[src/rtl/mips_pkg.sv]
// rtl/mips_pkg.sv - memory op codes, MEM-stage FSM states and op decode helpers
package mips_pkg;

  typedef enum logic [3:0] {
    MEM_NONE = 4'd0,
    MEM_LB   = 4'd1,
    MEM_LBU  = 4'd2,
    MEM_LH   = 4'd3,
    MEM_LHU  = 4'd4,
    MEM_LW   = 4'd5,
    MEM_SB   = 4'd6,
    MEM_SH   = 4'd7,
    MEM_SW   = 4'd8
  } mem_op_e;

  typedef enum logic [1:0] {
    MS_IDLE = 2'd0,
    MS_BUSY = 2'd1,
    MS_DONE = 2'd2
  } mem_state_e;

  function automatic logic is_load(input logic [3:0] op);
    return (op >= MEM_LB) && (op <= MEM_LW);
  endfunction

  function automatic logic is_store(input logic [3:0] op);
    return (op >= MEM_SB) && (op <= MEM_SW);
  endfunction

  // Non-memory codes are always "aligned" so they never raise an error.
  function automatic logic is_aligned(input logic [3:0] op, input logic [1:0] lsb);
    case (op)
      MEM_LH, MEM_LHU, MEM_SH: return !lsb[0];
      MEM_LW, MEM_SW:          return lsb == 2'b00;
      default:                 return 1'b1;
    endcase
  endfunction

endpackage

[src/rtl/load_align.sv]
// rtl/load_align.sv - selects and extends the addressed byte/halfword of a load word
module load_align
  import mips_pkg::*;
(
  input  logic [3:0]  op,
  input  logic [1:0]  offset,
  input  logic [31:0] rdata,
  output logic [31:0] result
);

  logic [7:0]  byte_sel;
  logic [15:0] half_sel;

  always_comb begin
    byte_sel = rdata[{offset, 3'b000} +: 8];
    half_sel = offset[1] ? rdata[31:16] : rdata[15:0];
    case (op)
      MEM_LB:  result = {{24{byte_sel[7]}}, byte_sel};
      MEM_LBU: result = {24'h0, byte_sel};
      MEM_LH:  result = {{16{half_sel[15]}}, half_sel};
      MEM_LHU: result = {16'h0, half_sel};
      default: result = rdata;
    endcase
  end

endmodule

[src/rtl/mem_stage.sv]
// rtl/mem_stage.sv - MIPS MEM stage: req/ack data-bus loads/stores with stall and timeout
module mem_stage
  import mips_pkg::*;
#(
  parameter int MAX_WAIT = 255
) (
  input  logic        clk,
  input  logic        rst,
  input  logic [31:0] mem_wdata_i,
  input  logic [4:0]  mem_waddr_i,
  input  logic        mem_we_i,
  input  logic [3:0]  mem_op_i,
  input  logic [31:0] mem_addr_i,
  input  logic [31:0] mem_sdata_i,
  output logic [31:0] mem_wdata_o,
  output logic [4:0]  mem_waddr_o,
  output logic        mem_we_o,
  output logic        mem_stall_o,
  output logic        mem_align_err_o,
  output logic        mem_bus_err_o,
  output logic        dbus_req_o,
  output logic        dbus_we_o,
  output logic [31:0] dbus_addr_o,
  output logic [3:0]  dbus_be_o,
  output logic [31:0] dbus_wdata_o,
  input  logic        dbus_ack_i,
  input  logic [31:0] dbus_rdata_i
);

  mem_state_e  state;
  logic [7:0]  cnt;
  logic [31:0] addr_r, wdata_r, load_r;
  logic [3:0]  be_r, op_r;
  logic [1:0]  off_r;
  logic        we_r, tout_r;

  logic        is_mem, aligned, start, busy, timeout;
  logic [3:0]  be_n;
  logic [31:0] sdata_n, fmt;

  assign is_mem  = is_load(mem_op_i) || is_store(mem_op_i);
  assign aligned = is_aligned(mem_op_i, mem_addr_i[1:0]);
  assign start   = (state == MS_IDLE) && is_mem && aligned;
  assign busy    = (state == MS_BUSY);
  // An ack on the final wait cycle completes the transfer instead of timing out.
  assign timeout = busy && !dbus_ack_i && (cnt == 8'(MAX_WAIT - 1));

  always_comb begin
    be_n    = 4'b0000;
    sdata_n = 32'h0;
    case (mem_op_i)
      MEM_SB: begin
        be_n    = 4'b0001 << mem_addr_i[1:0];
        sdata_n = {4{mem_sdata_i[7:0]}};
      end
      MEM_SH: begin
        be_n    = mem_addr_i[1] ? 4'b1100 : 4'b0011;
        sdata_n = {2{mem_sdata_i[15:0]}};
      end
      MEM_SW: begin
        be_n    = 4'b1111;
        sdata_n = mem_sdata_i;
      end
      default: ;
    endcase
  end

  load_align u_load_align (
    .op     (op_r),
    .offset (off_r),
    .rdata  (dbus_rdata_i),
    .result (fmt)
  );

  always_ff @(posedge clk or negedge rst) begin
    if (!rst) begin
      state   <= MS_IDLE;
      cnt     <= 8'd0;
      addr_r  <= 32'h0;
      wdata_r <= 32'h0;
      load_r  <= 32'h0;
      be_r    <= 4'b0000;
      op_r    <= 4'd0;
      off_r   <= 2'b00;
      we_r    <= 1'b0;
      tout_r  <= 1'b0;
    end else begin
      case (state)
        MS_IDLE: begin
          if (start) begin
            addr_r  <= {mem_addr_i[31:2], 2'b00};
            wdata_r <= sdata_n;
            be_r    <= be_n;
            we_r    <= is_store(mem_op_i);
            op_r    <= mem_op_i;
            off_r   <= mem_addr_i[1:0];
            cnt     <= 8'd0;
            tout_r  <= 1'b0;
            state   <= MS_BUSY;
          end
        end
        MS_BUSY: begin
          cnt <= cnt + 8'd1;
          if (dbus_ack_i) begin
            if (is_load(op_r)) load_r <= fmt;
            state <= MS_DONE;
          end else if (timeout) begin
            tout_r <= 1'b1;
            state  <= MS_DONE;
          end
        end
        MS_DONE: begin
          cnt   <= 8'd0;
          state <= MS_IDLE;
        end
        default: state <= MS_IDLE;
      endcase
    end
  end

  assign dbus_req_o    = busy;
  assign dbus_we_o     = busy && we_r;
  assign dbus_addr_o   = addr_r;
  assign dbus_be_o     = be_r;
  assign dbus_wdata_o  = wdata_r;
  assign mem_bus_err_o = timeout;

  // While stalled, MEM/WB is fed a bubble (we = 0).
  always_comb begin
    mem_wdata_o     = mem_wdata_i;
    mem_waddr_o     = mem_waddr_i;
    mem_we_o        = mem_we_i;
    mem_stall_o     = 1'b0;
    mem_align_err_o = 1'b0;
    if (!rst) begin
      mem_wdata_o = 32'h0;
      mem_waddr_o = 5'd0;
      mem_we_o    = 1'b0;
    end else begin
      case (state)
        MS_IDLE: begin
          if (is_mem) begin
            mem_we_o = 1'b0;
            if (aligned) mem_stall_o = 1'b1;
            else         mem_align_err_o = 1'b1;
          end
        end
        MS_BUSY: begin
          mem_stall_o = 1'b1;
          mem_we_o    = 1'b0;
        end
        MS_DONE: begin
          if (is_load(op_r)) mem_wdata_o = load_r;
          mem_we_o = mem_we_i && !tout_r;
        end
        default: ;
      endcase
    end
  end

endmodule
[config.mk]
export PLATFORM = sky130hd
export DESIGN_NAME = mem_stage
export DESIGN_NICKNAME = d
export VERILOG_FILES = /design/src/rtl/mips_pkg.sv /design/src/rtl/load_align.sv /design/src/rtl/mem_stage.sv
export SDC_FILE = /design/constraint.sdc
export NUM_CORES = 1
export LEC_CHECK = 0
export CAP_MARGIN = 20
export CORE_ASPECT_RATIO = 0.9
export CORE_UTILIZATION = 48
export DETAILED_ROUTE_END_ITERATION = 7
export PLACE_DENSITY = 0.93
export SLEW_MARGIN = 40
export SYNTH_ARGS = -nofsm -noshare
export SYNTH_HDL_FRONTEND = slang
export SYNTH_SLANG_ARGS = --single-unit
[constraint.sdc]
create_clock -name clk -period 6 [get_ports clk]
set_input_delay 1.2 -clock clk [delete_from_list [all_inputs] [get_ports clk]]
set_output_delay 1.2 -clock clk [all_outputs]
set_load 0.02 [all_outputs]
==> results.md, run 1 <==
* Status: finished clean
* Crit path kind: in -> out
* CTS buffer count at 17
* Clock-pin slew on the worst setup and hold paths at roughly 0.05 ns
* Remaining antenna violation count at 0
* Clock power share at 0.265
* Pwr per Cell Area at roughly 390 mW/mm^2
* MaxCap Viol Count at 0
* Final core utilization at 0.743
* Die area at between 0.01 and 0.015 sq mm
* RSZ-0062 raised after global routing: no
* Worst Max-Slew Pin Slew at roughly 0.85 ns
* Hold Path Class: reg -> reg
* P_leak at 0.00397 uW
* Crit path max fanout at 11
* TritonCTS clock tree: done
* Vias in the first global route at about 6400
* Mean Syn Cell Area at roughly 9.8 sq um
* Detailed Place HPWL at roughly 15000 microns
* Worst vdd ir at about 0.37 mV
* DRT iter0 DRCs at just under 600
* I/O pin count at ~250
* Final Setup Violations at 0
* ANT cells at 0
* CTS root buf: clkbuf_16
* Total track usage at 0.310
* DR WL/cell at 19.8 microns
* Routability cong. at around 0.90
* Synth warnings at 0
* Power Total at approximately 3700 uW
* Total congestion overflow at 0
* Slew margin rel. at 0.436
* Fraction of layout cells with a size suffix above 1 at 0.121
* Crit path capture type: output pin
* Gate Count Post-Synth at roughly 670
* Fin crit period at just under 5 ns
* Final wirelength at roughly 21000 microns
* Port bufs at between 200 and 250
* First-pass GRT wire length at about 34000 microns
* Max-slew violations at 0
* Skew final at 0.0100 ns
* Maximum clock rate at between 0.2 and 0.25 GHz
* Worst setup SP type: primary input
* Fin Setup TNS at 0 ns
* Largest net degree at the start of global routing at 94
* Htree depth at 4
* Sequential Power Share at 0.347
* Die Y-Extent at between 100 and 150 microns
* First-pass iteration count of the detailed router at 5
* Synthesis-to-finish area growth at 47.6%
* Post-route DRC at 0
* Synth Cell Area at between 0.006 and 0.007 sq mm
* Psw at between 1000 and 1500 uW
* Critical Path AT at ~3.7 ns
* Req. time, crit path at 4.80 ns
* Primary FF master, synth: dfrtp_1
* Worst-Skew Late Latency at between 0.4 and 0.5 ns
* Final worst-path cycle share at 0.820
* CTS Hold Bufs at 0
* Initial antenna violation count at 0
* Synth Register Bits at between 100 and 150
* CTS Buffer Depth at 2
* Sink Count at about 120
* Starting Density at 0.503
* Core Area at 0.0129 sq mm
* Sequential fraction of the synthesis area at 0.446
* Async set-reset flop share out of synthesis at 1.00
* Setup bufs post-CTS at 0
* Switching Share at 0.366
* Post-synth EDFFs at 0
* Library cells used by synthesis at 57
* Vias after detailed routing at approximately 6300
* Via density at between 5 and 6
* Die width at 125 microns
* Fin worst setup slack at approximately 1.1 ns
* Smallest hold slack at 0.480 ns
* Post-CTS resize count at 0
* Place WS at roughly 1.1 ns
* Layout Nets at slightly above 1000
* Logic pwr share at 0.388
* Internal power at about 2400 uW
* Hold Vio Cnt, Final at 0
* Rows at 39
==> power groups by stage <==
stage          clock [uW]  combinational [uW]  sequential, uW
6_report              987                1440            1290
5_1_grt              1030                1550            1330
4_1_cts               997                1440            1280
3_5_place_dp            0                1420            1290
3_3_place_gp            0                1380            1270
2_1_floorplan           0                 757            1330
==> cell families after synthesis <==
logic type | Yosys count | share of synthesized area
AO/OA/AOI/OAI | 179 | 0.191
XOR/XNOR | 8 | 0.0108
adder cells (fa/ha/maj) | 2 | 0.00385
buffers and inverters | 64 | 0.0471
flip-flops | 116 | 0.446
multiplexers | 88 | 0.149
other | 1 | 0.000576
AND/OR/NAND/NOR | 207 | 0.151
==> through the flow <==
step | cell area [sq um] | std cells
after detailed placement | 9030 | 1031
after global placement | 9010 | 1031
after CTS | 9600 | 1062
after floorplan | 6510 | 666
after global routing | 9600 | 1062
final | 9600 | 1062
==> layer usage <==
metal,up-vias,track usage,part of all wire
li1,2830,-,-
met2,338,0.497,0.47
met5,-,0,0
met1,3051,0.378,0.40
met4,0,0.119,0.026
met3,46,0.119,0.10
==> synthesized netlist by cell type, types with 6 or more instances <==
master	number	share of area
mux2i_1	27	0.042
nor2_1	25	0.014
clkbuf_1	32	0.018
o21ai_0	29	0.022
buf_2	11	0.0085
a31oi_1	13	0.013
o221ai_1	8	0.011
dfrtp_1	116	0.45
inv_1	9	0.0052
a21oi_1	38	0.029
a21boi_0	33	0.038
xnor2_1	7	0.0094
and2_1	6	0.0058
nand3_1	26	0.020
mux2_2	59	0.10
nand2_1	110	0.063
a22o_1	32	0.043
==> registers in the layout, indices dropped and copies added, names as in the netlist <==
name / flops
op_r: 4
tout_r: 1
we_r: 1
dbus_be_o: 4
load_r: 32
off_r: 2
cnt: 8
dbus_addr_o: 30
dbus_wdata_o: 32
state: 2
==> area by class of cell <==
type	count	area, sq um
Clock buffer	21	460
Clock inverter	10	108
Fill cell	869	3330
Inverter	9	33.8
Multi-Input combinational cell	486	3340
Sequential cell	116	2900
Tap cell	164	205
Timing Repair Buffer	256	2550
==> final timing paths <==
path / endpoint / cells after the start / slack, ns / startpoint
min in group asynchronous: load_r[20]$_DFFE_PN0P_ / 1 / 0.77 / rst
worst min register to register: tout_r$_DFFE_PN0P_ / 1 / 0.48 / tout_r$_DFFE_PN0P_
worst max register to register: load_r[26]$_DFFE_PN0P_ / 4 / 2.96 / op_r[2]$_DFFE_PN0P_
worst max-delay path: mem_stall_o / 6 / 1.08 / mem_op_i[3]
max in group asynchronous: dbus_addr_o[17]$_DFFE_PN0P_ / 2 / 4.11 / rst
worst min-delay path: tout_r$_DFFE_PN0P_ / 1 / 0.48 / tout_r$_DFFE_PN0P_
==> worst max-delay path, stage by stage <==
cell             delay (ns)
clkdlybuf4s50_1        0.61
nor4b_4                0.24
a211oi_2               0.52
and2_0                 0.44
a21oi_1                0.14
clkdlybuf4s50_1        0.57
==> cell usage in the layout (no fill, tap or decap), drive strengths merged, types with 21 or more instances in the layout <==
cell / n
nand3: 26
o21ai: 30
nor2: 25
clkdlybuf4s50: 248
a21oi: 39
dfrtp: 116
a22o: 32
nand2: 110
a21boi: 34
mux2: 60
clkbuf: 21
mux2i: 27
No activity file was read; power rests on OpenSTA's default activity.
==> inputs of run 2 (changes only) <==
CORE_UTILIZATION = 40   (was 48)
PLACE_DENSITY = 0.83   (was 0.93)
clock period = 4.19 ns   (was 6 ns; I/O delays follow)
==> results.md, run 2 (same netlist as run 1, synthesis figures left out) <==
* Status: finished clean
* Pwr per Cell Area at between 500 and 600 mW/mm^2
* CTS buffer count at 17
* Fin crit period at 3.83 ns
* P_leak at ~0.0041 uW
* Fill count at approximately 1300
* Via density at 5.59
* Rows at 43
* Worst Max-Slew Pin Slew at between 0.8 and 0.9 ns
* Internal power at about 3500 uW
* CTS root buf: clkbuf_16
* First-pass iteration count of the detailed router at 5
* Met1 usage at 0.286
* Layout Nets at roughly 1000
* Worst setup SP type: primary input
* GRT busiest layer: met2
* Die Y-Extent at approximately 120 microns
* CTS Hold Bufs at 0
* Largest net degree at the start of global routing at 73
* Most frequent CP cell: clkdlybuf4s50_1
* Port bufs at 249
* Crit path capture type: output pin
* Skew final at between 0.008 and 0.009 ns
* Worst-path cell chain: clkdlybuf4s50_1 > a21bo_1 > a211o_1 > and2_0 > a21oi_1 > clkdlybuf4s50_1
* Initial antenna violation count at 0
* Slew margin rel. at 0.460
* Total track usage at 0.245
* Synthesis-to-finish area growth at 50.7%
* Worst r2r src: off_r[1]$_DFFE_PN0P_
* Reg area at slightly below 0.003 sq mm
* Area of the multi-input gates at around 0.0033 sq mm
* Htree depth at 4
* Grt met3 use at 0.101
* Worst vdd ir at 0.455 mV
* Post-route DRC at 0
* Logic pwr share at 0.402
* Final Setup Violations at 0
* CTS Buffer Depth at 2
* Commonest non-fill, non-tap cells in the layout: clkdlybuf4s50_1 (248), dfrtp_1 (116), nand2_1 (110)
* ANT cells at 0
* Total congestion overflow at 0
* I/O pin count at between 200 and 300
* Psw at about 1900 uW
* Req. time, crit path at 3.35 ns
* Reg2reg end: load_r[14]$_DFFE_PN0P_
* Vias after detailed routing at approximately 6200
* DP Area at just over 0.009 sq mm
* Clock-pin slew on the worst setup and hold paths at 0.05 ns
* TritonCTS clock tree: done
* Worst-Skew Late Latency at 0.43 ns
* First-pass GRT wire length at around 31000 microns
* CP Launch Point: mem_op_i[2]
* Vias in the first global route at about 6000
* Flop2flop setup slack at about 1.6 ns
* DRT iter0 DRCs at about 370
* Fin Setup TNS at 0 ns
* R2R depth at 4
* Maximum clock rate at approximately 0.26 GHz
* Crit path max fanout at 9
* Hold Vio Cnt, Final at 0
* Final core utilization at 0.626
* Detailed Place HPWL at between 10000 and 15000 microns
* Setup bufs post-CTS at 0
* Starting Density at 0.416
* Routability cong. at approximately 0.9
* DR WL/cell at roughly 18 microns
* Power Total at about 5400 uW
* Final wirelength at about 20000 microns
* Fraction of layout cells with a size suffix above 1 at 0.134
* Critical Path AT at about 3 ns
* Slowest stage delay, CP at around 0.67 ns
* GRT met2 Usage at 0.395
* Die area at roughly 0.017 sq mm
* MaxCap Viol Count at 0
* Core Area at around 0.016 sq mm
* Max-slew violations at 0
* Crit path max-delay cell type: clkdlybuf4s50_1
* Sink Count at around 120
* Commonest non-fill, non-tap cell in the layout: clkdlybuf4s50_1
* Final worst-path cycle share at 0.915
* Clock power share at 0.275
* Post-CTS resize count at 0
* Die width at 136 microns
* RSZ-0062 raised after global routing: no
* Remaining antenna violation count at 0
* Hold Path Class: in -> async
* Sequential Power Share at 0.323
* Fin area at just under 0.01 sq mm
* Crit path kind: in -> out
* Worst setup path endpoint: mem_stall_o
* Switching Share at 0.354
==> run 2: worst max-delay path: cells and delay by family <==
kind	cells	cell delay, ns
buffers and inverters	2	1.29
AO/OA/AOI/OAI	3	0.72
AND/OR/NAND/NOR	1	0.15
==> run 2: routing by layer <==
metal  vias to the layer above  wire length [microns]
met3                        47                   2310
met1                      2997                   8070
met4                         2                    564
met2                       329                   9460
li1                       2863                      -
met5                         -                     43
==> run 2: how the worst min path moves through the flow <==
stage,startpoint,endpoint,slack [ns]
CTS,rst,load_r[20]$_DFFE_PN0P_,0.39
floorplan,we_r$_DFFE_PN0P_,we_r$_DFFE_PN0P_,0.44
finish,rst,load_r[20]$_DFFE_PN0P_,0.38
global route,rst,load_r[20]$_DFFE_PN0P_,0.41
global placement,we_r$_DFFE_PN0P_,we_r$_DFFE_PN0P_,0.45
detailed placement,we_r$_DFFE_PN0P_,we_r$_DFFE_PN0P_,0.46
==> run 2: power groups by stage <==
stage	combinational, uW	clock (uW)	sequential [uW]
floorplan	1080	0	1910
global placement	2120	0	1740
detailed placement	2160	0	1760
CTS	2170	1500	1750
global route	2350	1550	1800
finish	2180	1490	1750
==> run 2: area by class of cell <==
cell class | instances | area share
clock buffer | 22 | 0.0484
clock inverter | 9 | 0.0130
inverter | 9 | 0.00345
multi-input combinational | 486 | 0.340
sequential | 116 | 0.296
tap | 202 | 0.0258
timing repair buffer | 271 | 0.273
==> run 2: stage by stage <==
| step | hold WS, ns | instances | setup WS (ns) |
|---|---|---|---|
| after floorplan | 0.441 | 666 | 1.12 |
| after global placement | 0.455 | 1084 | 0.351 |
| after detailed placement | 0.458 | 1084 | 0.351 |
| after CTS | 0.387 | 1115 | 0.350 |
| after global routing | 0.413 | 1115 | 0.243 |
| final | 0.385 | 1115 | 0.357 |
